==> src/rtl/rv32i_imm_gen.sv <==
// Registered RV32I immediate generator for the decode stage.
// It classifies each accepted instruction by opcode into one of the base formats
// (R/none, I, S, B, U, J). It produces the sign-extended immediate, a format code
// and an illegal-opcode flag, one cycle after acceptance.
module rv32i_imm_gen #(
  parameter int XLEN       = 32,
  parameter int ZEXT_SHAMT = 1
) (
  input  logic            clk,
  input  logic            rst,
  input  logic            instr_valid,
  input  logic [31:0]     instr,
  output logic [XLEN-1:0] imm,
  output logic            imm_valid,
  output logic [2:0]      imm_fmt,
  output logic            imm_illegal
);

  // Format codes presented on imm_fmt
  localparam logic [2:0] FMT_NONE = 3'd0;
  localparam logic [2:0] FMT_I    = 3'd1;
  localparam logic [2:0] FMT_S    = 3'd2;
  localparam logic [2:0] FMT_B    = 3'd3;
  localparam logic [2:0] FMT_U    = 3'd4;
  localparam logic [2:0] FMT_J    = 3'd5;

  // RV32I base opcodes (instr[6:0])
  localparam logic [6:0] OP_LOAD     = 7'b0000011;
  localparam logic [6:0] OP_MISC_MEM = 7'b0001111;
  localparam logic [6:0] OP_OP_IMM   = 7'b0010011;
  localparam logic [6:0] OP_AUIPC    = 7'b0010111;
  localparam logic [6:0] OP_STORE    = 7'b0100011;
  localparam logic [6:0] OP_OP       = 7'b0110011;
  localparam logic [6:0] OP_LUI      = 7'b0110111;
  localparam logic [6:0] OP_BRANCH   = 7'b1100011;
  localparam logic [6:0] OP_JALR     = 7'b1100111;
  localparam logic [6:0] OP_JAL      = 7'b1101111;
  localparam logic [6:0] OP_SYSTEM   = 7'b1110011;

  // Shift encodings within OP-IMM (funct3)
  localparam logic [2:0] F3_SLLI     = 3'b001;
  localparam logic [2:0] F3_SRLI_SRAI = 3'b101;

  logic [6:0]  opcode;
  logic [2:0]  funct3;
  logic        sign;
  logic        is_shift;

  // Candidate immediates for every format, all built from the raw word
  logic [31:0] imm_i;
  logic [31:0] imm_shamt;
  logic [31:0] imm_s;
  logic [31:0] imm_b;
  logic [31:0] imm_u;
  logic [31:0] imm_j;

  logic [31:0] imm_next;
  logic [2:0]  fmt_next;
  logic        illegal_next;

  logic [31:0] imm_reg;
  logic        valid_reg;
  logic [2:0]  fmt_reg;
  logic        illegal_reg;

  assign opcode = instr[6:0];
  assign funct3 = instr[14:12];
  assign sign   = instr[31];

  // Only OP-IMM carries a shift amount in the immediate field; other opcodes
  // with funct3 001/101 (e.g. LOAD LH/LHU) must keep plain I-type extension.
  assign is_shift = (ZEXT_SHAMT != 0) && (opcode == OP_OP_IMM) &&
                    ((funct3 == F3_SLLI) || (funct3 == F3_SRLI_SRAI));

  assign imm_i     = {{20{sign}}, instr[31:20]};
  assign imm_shamt = {27'b0, instr[24:20]};
  assign imm_s     = {{20{sign}}, instr[31:25], instr[11:7]};
  assign imm_b     = {{19{sign}}, instr[31], instr[7], instr[30:25], instr[11:8], 1'b0};
  assign imm_u     = {instr[31:12], 12'b0};
  assign imm_j     = {{11{sign}}, instr[31], instr[19:12], instr[20], instr[30:21], 1'b0};

  // Opcode-only decode: select format, immediate and illegal flag
  always_comb begin
    imm_next     = 32'b0;
    fmt_next     = FMT_NONE;
    illegal_next = 1'b0;
    unique case (opcode)
      OP_OP_IMM: begin
        fmt_next = FMT_I;
        imm_next = is_shift ? imm_shamt : imm_i;
      end
      OP_LOAD, OP_JALR, OP_MISC_MEM, OP_SYSTEM: begin
        fmt_next = FMT_I;
        imm_next = imm_i;
      end
      OP_STORE: begin
        fmt_next = FMT_S;
        imm_next = imm_s;
      end
      OP_BRANCH: begin
        fmt_next = FMT_B;
        imm_next = imm_b;
      end
      OP_LUI, OP_AUIPC: begin
        fmt_next = FMT_U;
        imm_next = imm_u;
      end
      OP_JAL: begin
        fmt_next = FMT_J;
        imm_next = imm_j;
      end
      OP_OP: begin
        fmt_next = FMT_NONE;
        imm_next = 32'b0;
      end
      default: begin
        // Includes every word whose low two bits are not 2'b11 (compressed space)
        illegal_next = 1'b1;
      end
    endcase
  end

  // Output registers: reset wins; results load only on accepted instructions,
  // otherwise the last result holds and only the valid strobe drops.
  always_ff @(posedge clk) begin
    if (rst) begin
      imm_reg     <= 32'b0;
      valid_reg   <= 1'b0;
      fmt_reg     <= FMT_NONE;
      illegal_reg <= 1'b0;
    end else begin
      valid_reg <= instr_valid;
      if (instr_valid) begin
        imm_reg     <= imm_next;
        fmt_reg     <= fmt_next;
        illegal_reg <= illegal_next;
      end
    end
  end

  assign imm         = imm_reg[XLEN-1:0];
  assign imm_valid   = valid_reg;
  assign imm_fmt     = fmt_reg;
  assign imm_illegal = illegal_reg;

endmodule

==> config.mk <==
export PLATFORM = sky130hd
export DESIGN_NAME = rv32i_imm_gen
export DESIGN_NICKNAME = d
export VERILOG_FILES = /design/src/rtl/rv32i_imm_gen.sv
export SDC_FILE = /design/constraint.sdc
export NUM_CORES = 1
export LEC_CHECK = 0
export CORE_ASPECT_RATIO = 1.75
export CORE_UTILIZATION = 46
export CTS_CLUSTER_DIAMETER = 120
export DETAILED_ROUTE_END_ITERATION = 12
export MAX_ROUTING_LAYER = met4
export PLACE_DENSITY = 0.88
export SYNTH_ARGS = -nofsm -noshare
export SYNTH_HDL_FRONTEND = slang
export SYNTH_SLANG_ARGS = --single-unit
==> constraint.sdc <==
create_clock -name clk -period 5.6 [get_ports clk]
set_clock_uncertainty 0.05 [all_clocks]
set_input_delay 1.12 -clock clk [delete_from_list [all_inputs] [get_ports clk]]
set_output_delay 1.12 -clock clk [all_outputs]
set_load 0.02 [all_outputs]
=== Yosys cells after proc, flatten, opt, wreduce, memory -nomap -nowiden ===
Cells that the tools add are included.

* Logic and storage cells: 27
* Bits in registers: 37
* Bits of input ports: 35
* Output and inout bits: 37

* Reductions and logical operators: 6
* Mux-type cells: 4
* Equality and inequality tests: 13

{| class="wikitable"
|+ Operators by type and width
! cell !! number
|-
| one-hot mux 32 bit (6 select lines) || 1
|-
| two-way mux 32 bit || 1
|-
| equality test 7 bit, second input constant || 4
|-
| equality test 7 x 6 -> 1 bit, second input constant || 3
|-
| one-hot mux 3 bit (5 select lines) || 1
|-
| equality test 7 x 5 -> 1 bit, second input constant || 2
|-
| OR reduction 11 bit || 1
|-
| equality test 7 x 2 -> 1 bit, second input constant || 1
|-
| equality test 7 x 4 -> 1 bit, second input constant || 1
|-
| OR reduction 5 bit || 1
|-
| OR reduction 4 bit || 1
|-
| equality test 3 x 1 -> 1 bit, second input constant || 1
|-
| equality test 3 bit, second input constant || 1
|-
| OR reduction 2 bit || 1
|-
| logical AND 1 bit || 1
|-
| logical OR 1 bit || 1
|-
| two-way mux 1 bit || 1
|}

=== Longest topological paths before layout ===
* Depth in word-level cells: 5
* Depth in mapped cells: 7
* Mapped depth without buffers: 5

=== Worst setup path after synthesis ===
No wires, ideal clock.

* Path kind: input to register
* Start point: in instr[5]
* End point: reg imm_reg[12] (netlist: imm[12])
* Path slack: 2.933 ns
* Arrival time: 2.494 ns
* Cell stages on the path: 7
* Buffers on the path: 2
* Path through: buf_2 -> nand2_1 -> a21bo_2 -> a211o_1 -> and3_1 -> buf_6 -> a221o_2

* Word-level cells in the longest chain between the ends: 4
* Elaborated cells on any way between the ends: 15
* Classes of those cells: 10 x eq/ne; 2 x mux; 3 x reduce/logical

{| class="wikitable"
|+ RTL lines
! element !! line !! source
|-
| from (decl) || 12 || <nowiki>input logic [31:0] instr,</nowiki>
|-
| equality test 7 x 5 -> 1 bit || 72, 87 ||
|-
| logical AND 1 bit || 72 || <nowiki>assign is_shift = (ZEXT_SHAMT != 0) && (opcode == OP_OP_IMM) &&</nowiki>
|-
| two-way mux 32 bit || 90 || <nowiki>imm_next = is_shift ? imm_shamt : imm_i;</nowiki>
|-
| one-hot mux 32 bit (6 select lines) (*) || 87 || <nowiki>unique case (opcode)</nowiki>
|-
| to (signal assigned) || 134 || <nowiki>imm_reg <= imm_next;</nowiki>
|-
| to (decl) || 61 || <nowiki>logic [31:0] imm_reg;</nowiki>
|}

Every way passes the cells marked *; elsewhere a longest branch is shown, timed or not.
A chain may end at the register's enable or synchronous reset.

=== Worst setup path in the final report ===
* Start point: in instr[4]
* End point: reg imm_reg[30] (netlist: imm[30])

The elaborated chain is that of the path after synthesis.

==> impl_results.md <==
- Maximum clock frequency: 0.318 GHz
- Chip width: between 40 and 50 um
- Max reg flops: 32
- Tcrit/Tclk final: a little under three fifths
- Initial DRC count: 75
- RSZ-0062 raised after global routing: false
- Synth cell count leaders: 37 x dfxtp_1, 17 x o21ai_0, 14 x nor2b_1, 12 x a31oi_1, 12 x nand3_1
- Placed Area: 0.00243 mm2
- Worst VDD drop: 204 uV
- DRC Markers: 0
- Largest net degree at the start of global routing: about 40
- Root Driver: clkbuf_8
- Hold_buf cts: 0
- CTS Buf Count: 5
- Longest Clk Path Bufs: 2
- Grt ovf: 0
- Setup TNS: 0 ns
- HPWL after DPL: roughly 3.5 mm
- Final nets: ~290
- I/O Pins: 72
- PwrDens: ~240 mW/mm2
- Slowest-stage cell, CP: clkdlybuf4s50_1
- Top-count cell post-synth: dfxtp_1
- Starting Density: between 40% and 50%
- Final period demand of the worst path: between 3 and 4 ns
- Critical Path Start Type: input pin
- EDFF count, synth: 0
- YS warnings: 0
- Reg clk slew, reported paths: approximately 0.07 ns
- Placed insts: between 200 and 300
- Diode count: 0
- GPL Wtd Cong: 0.874
- Initial antenna violation count: 0
- Synth area leaders: dfxtp_1 43%, a221o_2 5.2%, a22o_1 5.1%
- Global Route Usage Sum: between 20% and 30%
- CTS tree: yes
- Largest stage delay, worst path: ~0.65 ns
- Data required time at the worst endpoint: 5.76 ns
- Cells after synthesis: 195
- Net Count, Synth: between 200 and 250
- Worst Max-Slew Pin Slew: 0.944 ns
- Crit-path max FO: 11
- Avg Cell Area, Syn: 8.89 um2
- Routed vias: 1,789
- Setup Buffers After CTS: 0
- Clk_lat worst skew: around 0.29 ns
- Final Setup Violations: 0
- Primary FF master, synth: dfxtp_1
- CTS resizes: 0
- Post-synth cell types: 37
- Status: completed
- I/O Buffers: 71
- Post-synthesis cell area: ~0.0017 mm2
- Core Footprint: between 0.003 and 0.004 mm2
- Post-synthesis async set-or-reset flop share: 0%
- Via density: roughly 6
- Max-Slew Margin vs Limit: between 30% and 40%
- Row count: 29
- Clk sinks: 37
- Htree depth: 2
- Post-Layout Cell Count: a little over 300
- HP Class: flip-flop to flip-flop
- Register area share after synthesis: roughly 43%
- Fin area: ~0.0026 mm2
- Vert. Die Dim: between 80 and 90 um
- WL final: roughly 4.8 mm
- Global-route wire length before repair: a little under 8 mm
- Post-DRT Antenna Nets: 0
- MaxCap Viol Count: 0
- Setup Crit Path Kind: input pin to flip-flop
- Routed len/inst: between 15 and 20 um
- FILL cells: around 270
- Crit path buf inv count: 1
- Cells along the critical path: clkdlybuf4s50_1, nor2b_1, or4_4, a31oi_4, nand3_1, o21ai_0
- CP top delay family: simple AND/OR/NAND/NOR gates
- Final Hold Fails: 0
- Synth top area share: 42.7%
- Area Growth Syn to Fin: 48.2%
- WP data arrival: between 3 and 4 ns
- Die ar.: 0.00403 mm2
- Share of post-route cells with drive strength above 1: roughly a tenth
- Yosys top cell by area: dfxtp_1
- Final Slew Violations: 0
- Number of global-route vias before repair: around 1,700
- Static Leakage: just over 0.0009 uW
- Seq cells post-synth: 37
- Critical Path End Type: flip-flop
- First drt pass iteration count: 6
routing by layer:
layer | vias to the layer above | GRT usage [%] | part of all wire, %
met2 | 88 | 47.1 | 55
met1 | 835 | 25.5 | 36
met4 | 0 | 12.8 | 3.6
li1 | 848 | - | -
met3 | 18 | 5.49 | 5.0
met5 | - | - | 0
final cells by class:
cell class	instances	area (um2)	area share [%]
inverters	3	11.3	0.439
well taps	46	57.6	2.24
multi-input cells	140	906	35.3
clock buffers	5	68.8	2.68
clock inverters	3	65.1	2.53
repair buffers	72	718	28.0
flip-flops and latches	37	741	28.8
through the flow:
step                power [uW]  hold WS, ns  worst slack (ns)  utilization, %
floorplan                  308        0.471              2.93               -
finish                     615        0.416              2.46            70.8
global route               636        0.455              2.32            70.8
detailed placement         346        0.409              2.20            67.1
global placement           345        0.385              2.27            67.1
CTS                        616        0.419              2.49            70.8
power by group:
| group | internal, uW | switching (uW) | leakage, uW | total (uW) |
|---|---|---|---|---|
| clock network | 177 | 96.8 | 0.0000681 | 274 |
| logic | 37.9 | 36.4 | 0.000567 | 74.3 |
| registers | 265 | 1.27 | 0.000299 | 267 |
| total | 480 | 134 | 0.000934 | 615 |
kinds of logic (layout without fill, tap and decap cells):
| group | after synthesis | after routing | share of synthesized area, % |
|---|---|---|---|
| buffers and inverters | 18 | 83 | 4.98 |
| DFF | 37 | 37 | 42.7 |
| and+or+nand+nor | 70 | 70 | 23.1 |
| muxes | 1 | 1 | 0.578 |
| AOI/OAI and AO/OA | 69 | 69 | 28.6 |
worst paths after layout:
| check | slack (ns) | depth (start not counted) | start | end |
|---|---|---|---|---|
| worst min register to register | 0.42 | 2 | imm_fmt[0] | imm_fmt[0] |
| worst max register to register | 4.68 | 3 | imm[30] | imm[30] |
| worst min-delay path | 0.42 | 2 | imm_fmt[0] | imm_fmt[0] |
| worst max-delay path | 2.46 | 6 | instr[4] | imm[30] |
cells in the final DEF (no fill, tap or decap), drive strengths merged:
cell,count
clkdlybuf4s50,71
dfxtp,37
o21ai,17
nor2b,14
a31oi,13
nand3,12
a21oi,11
a22o,10
nor2,9
nand2,8
nand2b,8
a221o,8
clkbuf,5
or2,3
inv,3
and3,3
and3b,2
and2,2
nand3b,2
a32o,2
nor3,2
o22ai,2
bufinv,2
o21bai,1
or4,1
or3b,1
a21boi,1
nor4,1
mux2i,1
nor3b,1
a21bo,1
a211o,1
o21a,1
nand4,1
o211ai,1
clkinv,1
buf,1
worst register-to-register path: stages, from the launching register on:
cell	delay, ns
dfxtp_1	0.32
nor2b_1	0.12
a31oi_1	0.17
o21ai_0	0.11
Power figures use the tool's default switching activity.
